==> config.mk <==
export PLATFORM = sky130hd
export DESIGN_NAME = lbi_tag_verifier
export DESIGN_NICKNAME = d
export VERILOG_FILES = /design/src/rtl/lbi_tag_verifier.sv
export SDC_FILE = /design/constraint.sdc
export NUM_CORES = 2
export LEC_CHECK = 0
export ABC_AREA = 1
export CAP_MARGIN = 10
export CORE_AREA = 2 2 525 527
export DETAILED_ROUTE_END_ITERATION = 8
export DIE_AREA = 0 0 527 529
export PLACE_DENSITY_LB_ADDON = 0.12
export SLEW_MARGIN = 20
export SYNTH_ARGS = -nofsm -noshare
export SYNTH_HDL_FRONTEND = slang
export SYNTH_SLANG_ARGS = --single-unit
export TNS_END_PERCENT = 5
==> constraint.sdc <==
create_clock -name clk -period 29.5 [get_ports clk]
set_clock_uncertainty 0.15 [all_clocks]
set_input_delay 5.9 -clock clk [delete_from_list [all_inputs] [get_ports clk]]
set_output_delay 5.9 -clock clk [all_outputs]
set_load 0.01 [all_outputs]
==> src/rtl/lbi_tag_verifier.sv <==
// LBI tag verifier: collects the expected tag from the link stream and the locally
// computed tag, then compares them one stream word per cycle and reports the outcome.
module lbi_tag_verifier #(
  parameter int NUM_ROW = 140,
  parameter int ENTRY_W = 6,
  parameter int WORD_W  = 24,
  parameter int TIMEOUT = 4096
) (
  input  logic                       clk,
  input  logic                       reset,
  input  logic                       start,
  input  logic [WORD_W-1:0]          tag_in,
  input  logic                       tag_in_vld,
  output logic                       tag_in_rdy,
  input  logic [NUM_ROW*ENTRY_W-1:0] msgmat_in,
  input  logic                       msgmat_invld,
  output logic                       busy,
  output logic                       result_vld,
  output logic                       result_match,
  output logic [7:0]                 mismatch_cnt,
  output logic [7:0]                 first_mismatch_idx,
  output logic                       err_timeout
);

  localparam int EPW       = WORD_W / ENTRY_W;
  localparam int NUM_WORDS = NUM_ROW / EPW;
  localparam int WCNT_W    = $clog2(NUM_WORDS + 1);
  localparam int CIDX_W    = $clog2(NUM_WORDS);
  localparam int TCNT_W    = $clog2(TIMEOUT);
  localparam int POP_W     = $clog2(EPW + 1);

  localparam logic [WCNT_W-1:0] WORDS_FULL = WCNT_W'(NUM_WORDS);
  localparam logic [CIDX_W-1:0] CIDX_LAST  = CIDX_W'(NUM_WORDS - 1);
  localparam logic [TCNT_W-1:0] TCNT_LAST  = TCNT_W'(TIMEOUT - 1);
  localparam logic [7:0]        NO_IDX     = 8'hFF;

  localparam logic [1:0] S_IDLE    = 2'd0;
  localparam logic [1:0] S_COLLECT = 2'd1;
  localparam logic [1:0] S_COMPARE = 2'd2;
  localparam logic [1:0] S_DONE    = 2'd3;

  generate
    if (NUM_WORDS * EPW != NUM_ROW || EPW * ENTRY_W != WORD_W) begin : g_bad_geometry
      $error("lbi_tag_verifier: NUM_ROW must split evenly into WORD_W-wide words");
    end
  endgenerate

  logic [1:0]        state;
  logic [WCNT_W-1:0] wcnt;
  logic [CIDX_W-1:0] cidx;
  logic [TCNT_W-1:0] tcnt;
  logic              got_calc;
  logic [WORD_W-1:0] tag_buf  [NUM_WORDS];
  // The computed tag is held word-aligned with the stream so both sides index the same way.
  logic [WORD_W-1:0] calc_buf [NUM_WORDS];

  logic [EPW-1:0]   lane_ne;
  logic [POP_W-1:0] lane_pop;
  logic [7:0]       lane_first;
  logic [7:0]       cnt_sum;

  assign busy       = (state == S_COLLECT) || (state == S_COMPARE);
  assign tag_in_rdy = (state == S_COLLECT) && (wcnt < WORDS_FULL);

  // NOTE: every output of a combinational block gets a default first, so no path infers a latch.
  always_comb begin
    lane_ne    = '0;
    lane_pop   = '0;
    lane_first = NO_IDX;
    for (int j = 0; j < EPW; j++) begin
      lane_ne[j] = tag_buf[cidx][j*ENTRY_W +: ENTRY_W] != calc_buf[cidx][j*ENTRY_W +: ENTRY_W];
      lane_pop   = lane_pop + POP_W'(lane_ne[j]);
    end
    // Walk lanes from the top down so the lowest unequal lane wins.
    for (int j = EPW - 1; j >= 0; j--) begin
      if (lane_ne[j]) lane_first = 8'(EPW * int'(cidx) + j);
    end
    cnt_sum = mismatch_cnt + 8'(lane_pop);
  end

  // NOTE: state registers use non-blocking assignments so every flop samples pre-edge values.
  always_ff @(posedge clk) begin
    if (reset) begin
      state    <= S_IDLE;
      wcnt     <= '0;
      cidx     <= '0;
      tcnt     <= '0;
      got_calc <= 1'b0;
      // NOTE: the buffers are cleared on reset so a stale tag can never leak into a later compare.
      for (int k = 0; k < NUM_WORDS; k++) begin
        tag_buf[k]  <= '0;
        calc_buf[k] <= '0;
      end
      result_vld         <= 1'b0;
      result_match       <= 1'b0;
      mismatch_cnt       <= '0;
      first_mismatch_idx <= NO_IDX;
      err_timeout        <= 1'b0;
    end else begin
      result_vld <= 1'b0;
      case (state)
        S_IDLE, S_DONE: begin
          if (start) begin
            state              <= S_COLLECT;
            wcnt               <= '0;
            cidx               <= '0;
            tcnt               <= '0;
            got_calc           <= 1'b0;
            result_match       <= 1'b0;
            mismatch_cnt       <= '0;
            first_mismatch_idx <= NO_IDX;
            err_timeout        <= 1'b0;
          end
        end

        S_COLLECT: begin
          if (tag_in_vld && tag_in_rdy) begin
            tag_buf[wcnt] <= tag_in;
            wcnt          <= wcnt + WCNT_W'(1);
          end
          if (msgmat_invld && !got_calc) begin
            for (int k = 0; k < NUM_WORDS; k++) begin
              calc_buf[k] <= msgmat_in[k*WORD_W +: WORD_W];
            end
            got_calc <= 1'b1;
          end
          tcnt <= tcnt + TCNT_W'(1);
          // Completion takes priority over a timeout expiring in the same cycle.
          if (wcnt == WORDS_FULL && got_calc) begin
            state <= S_COMPARE;
            cidx  <= '0;
          end else if (tcnt == TCNT_LAST) begin
            state              <= S_DONE;
            result_vld         <= 1'b1;
            result_match       <= 1'b0;
            mismatch_cnt       <= '0;
            first_mismatch_idx <= NO_IDX;
            err_timeout        <= 1'b1;
          end
        end

        S_COMPARE: begin
          mismatch_cnt <= cnt_sum;
          if (first_mismatch_idx == NO_IDX) first_mismatch_idx <= lane_first;
          cidx <= cidx + CIDX_W'(1);
          if (cidx == CIDX_LAST) begin
            state        <= S_DONE;
            result_vld   <= 1'b1;
            result_match <= (cnt_sum == 8'd0);
          end
        end

        default: state <= S_IDLE;
      endcase
    end
  end

endmodule

# Yosys cells after proc, flatten, opt, wreduce, memory -nomap -nowiden
# Memory sizes are Yosys's and may differ from the RTL's. A register that Yosys moved wholly into a read port is not among the register bits.
# Cells that the tools add are included.
# W data, S select, Z words.
# word_totals
memories	2
in_bits	869
reg_bits	46
mem_bits_rw	1680
wordCells	189
output_inout_bits	21
# memory_table
name	words	width	rd	rd_clocked_by_memory_dff	wr	line_no	source
calc_buf	35	24	1	1	35	55	logic [WORD_W-1:0] calc_buf [NUM_WORDS];
tag_buf	35	24	1	1	35	53	logic [WORD_W-1:0] tag_buf [NUM_WORDS];
# op_classes
reduce_logical	20
mux	91
order_cmp	1
addsub	10
n_eq_ne	20
n_bitwise	35
# op_table
op	n
$mux W24	36
$mux W8	11
$mux W6	8
$pmux W8 S3	2
$or A1 B1 Y1	35
$ne A6 B6 Y1	4
$pmux W12 S2	1
$reduce_or A24 Y1	1
$mux W1	21
$pmux W6 S3	1
$add A8 B2 Y8 const B	2
$add A12 B1 Y12 const B	1
$add A6 B1 Y6 const B	2
$eq A12 B12 Y1 const B	1
$eq A6 B6 Y1 const B	2
$mux W12	1
$ne A2 B1 Y1 const B	6
$pmux W6 S2	1
$reduce_and A3 Y1	4
$reduce_and A4 Y1	3
$add A8 B1 Y8 const B	1
$add A8 B3 Y8	1
$eq A8 B8 Y1 const B	1
$logic_not A8 Y1	1
other kinds (19)	30

# Longest topological paths before layout
# depth
depth_word	9
ltp_mapped	31
depth_no_buf	28

# Least setup slack after synthesis
# Ideal clock, no wire load.
# synth_timing
kind	in2reg
start	input reset
end	memory calc_buf[0][0], enable pin
setup_time_ns	5.800
t_arrival_ns	20.129
t_required_ns	23.550
cell_stages	4
path_slack_ns	3.421
path_buffers	2
path_cell_list	inv_1 > clkbuf_1 > clkbuf_1 > nand2_1
# synth_lines
element	line_no	source
from (decl)	10	input logic reset,
to (decl)	55	

==> summary.md <==
| Metric | Value |
|---|---|
| Cell accounting for the most synthesized area | edfxtp_1 |
| Max-Cap Viols | 0 |
| H-Tree Depth | 5 |
| Total GRT Usage | 0.2488 |
| Dominant synthesized flop cell | edfxtp_1 |
| Final hold slack | 300.3 ps |
| Pin count of the biggest net entering global routing | 187 |
| Commonest cells post-synth | nand2_1 (2802), edfxtp_1 (2352), nand3_1 (2249) |
| Synth unique cells | 39 |
| Ys Warns | 0 |
| Share of layout cells above drive strength 1 | 0.04901 |
| Avg Inst Size Synth | 9.741 um^2 |
| P_leak | 53.09 nW |
| Tmin final | 11810 ps |
| DR vias | 82536 |
| Crit Path Max Fanout | 71 |
| Fin Setup TNS | 0 ps |
| Initial antenna violation count | 20 |
| Clock share of power | 0.328 |
| Max clock buf depth | 4 |
| Die H | 529 um |
| Core area | 0.2729 mm^2 |
| Switching Power | 3.439 mW |
| Power density over the cells | 78.37 mW/mm^2 |
| Total gr overflow | 0 |
| Drt drc | 0 |
| Vias per Instance | 5.099 |
| Crit share post-route | 0.4002 |
| CP Data Required Time | 29860 ps |
| CTS tree | yes |
| Worst setup path class | in2reg |
| Actual slew at the worst max-slew pin | 1294 ps |
| Area contributors post-synth | edfxtp_1 (65%), nand3_1 (10%), nand2_1 (9.7%), nor2_1 (6.0%), inv_1 (3.3%) |
| Fillers | 25440 |
| Max-slew violations | 0 |
| Post-synth top area share | 0.6503 |
| Worst VDD drop | 0.05218 mV |
| Wire per inst | 21.97 um |
| RSZ-0062 raised after global routing | false |
| Die area | 0.2788 mm^2 |
| Final wirelength | 355600 um |
| Pre-CTS WS | 16750 ps |
| First-pass GRT wire length | 515900 um |
| Clock root buffer | clkbuf_16 |
| Min setup slack post-route | 17690 ps |
| Fraction of registers with async set or reset after synthesis | 0 |
| Final setup fails | 0 |
| # IOs | 890 |
| Internal power | 6.868 mW |
| Final hold violations | 0 |
| Vias in the first global route | 79661 |
| Crit path capture type | flip-flop |
| Max Freq | 0.08470 GHz |
| Rel. slew slack | 0.1342 |
| Status | completed |
| Routability cong. | 0.8641 |
| Std-Cell Rows | 192 |
| Setup bufs post-CTS | 0 |
| Arrival time at the worst endpoint | 12170 ps |
| Min-Delay Path Class | reg2reg |
| Sequential-to-total area share from yosys stat | 0.6643 |
| Post-synth EDFFs | 2352 |
| Antenna viol nets, final | 0 |
| Die X-Extent | 527 um |
| DRT iter0 DRCs | 8325 |
| Area grow syn2layout | 21.10% |
| Comb pwr share | 0.260 |
| Num Clock Sinks | 2428 |
| Nets@finish | 13266 |
| Sequential power share | 0.412 |
| Post_cts resized | 0 |
| Mapped cell area | 0.1086 mm^2 |
| Clock Latency Late Sink | 930 ps |
| Top-count cell post-synth | nand2_1 |
| Post-route cell area | 0.1315 mm^2 |
| Final HPWL DP | 223900 um |
| Cell Count Post-Placement | 15684 |
| Switching share of total power | 0.3336 |
| Crit start category | input pin |
| Area of placed instances | 0.1228 mm^2 |
| Initial Util | 0.3980 |
| DR pass1 iterations | 7 |
| Layout Cells excl Fill | 16187 |
| I/O Buffers | 889 |
| Cts hold-fix bufs | 0 |
| Gate Count Post-Synth | 11150 |
| Inserted Clock Buffers | 290 |
| Reg clk slew, reported paths | 60 ps |
| Yosys reg bits | 2428 |
==> registers in the layout (all words and copies together), names as in the netlist, named ones only <==
| signal | flops |
|---|---|
| calc_buf | 840 |
| cidx | 6 |
| err_timeout | 1 |
| first_mismatch_idx | 8 |
| got_calc | 1 |
| mismatch_cnt | 8 |
| result_match | 1 |
| result_vld | 1 |
| state | 2 |
| tag_buf | 1536 |
| tcnt | 12 |
| wcnt | 6 |
==> metal layers <==
layer  vias up  track usage  part of all wire
met3       551      0.04098             0.073
met2      3081       0.3982              0.46
met1     40157       0.3410              0.43
met5         -            0           0.00082
met4        16      0.09029             0.037
li1      38731            -                 -
==> power groups by stage <==
stage	Combinational [mW]	Clock [mW]	Sequential (mW)
2_1_floorplan	1.66	0	4.45
3_3_place_gp	2.67	0	4.31
3_5_place_dp	2.69	0	4.32
4_1_cts	2.70	3.44	4.25
5_1_grt	2.95	3.57	4.27
6_report	2.68	3.38	4.25
==> through the flow <==
stage | util | power, mW
6_report | 0.4820 | 10.31
5_1_grt | 0.4819 | 10.80
4_1_cts | 0.4817 | 10.38
3_5_place_dp | 0.4498 | 7.008
3_3_place_gp | 0.4498 | 6.978
2_1_floorplan | - | 6.104
==> kinds of logic (layout without fill, tap and decap cells) <==
family,after synthesis,after routing,synth area share
compound gates,119,119,0.006831
xor+xnor,8,8,0.0006451
fa+ha+maj,10,10,0.001359
buf+inv,1725,2492,0.06205
flops,2428,2428,0.6643
other cells,1,682,0.00003453
simple gates,6859,6859,0.2648
==> worst paths after layout <==
check                           depth (start not counted)                to  slack, ps    startpoint
worst min register to register                          2          tcnt[11]        300      tcnt[11]
worst max register to register                         27      result_match      20180     flip-flop
worst min-delay path                                    2          tcnt[11]        300      tcnt[11]
worst max-delay path                                    9  calc_buf[30][18]      17690  msgmat_invld
==> cells in the final DEF (no fill, tap or decap), types with 51 or more instances in the layout <==
cell type	instances
nand3_1	2249
edfxtp_1	2352
clkbuf_16	295
dfxtp_1	70
nand2_1	2782
buf_4	146
conb_1	672
clkdlybuf4s50_1	888
inv_1	922
clkinv_1	51
clkbuf_1	86
nor2_1	1738
==> critical path, cell delays in order <==
cell and delay (ps):
clkdlybuf4s50_1 570, nand3_1 150, nand2_4 630, buf_4 770, buf_4 610, buf_4 740
buf_4 800, buf_4 770, buf_4 860
==> area by class of cell <==
type	count	area, um^2	share of cell area
Clock buffer	384	7746	0.05889
Antenna cell	10	25.02	0.0001903
Clock inverter	109	964.7	0.007334
Multi-Input combinational cell	7668	32310	0.2456
Sequential cell	2428	72170	0.5487
Timing Repair Buffer	1045	10200	0.07759
Inverter	954	3617	0.02750
Tap cell	3589	4491	0.03414
(Power assumes the default switching activity.)
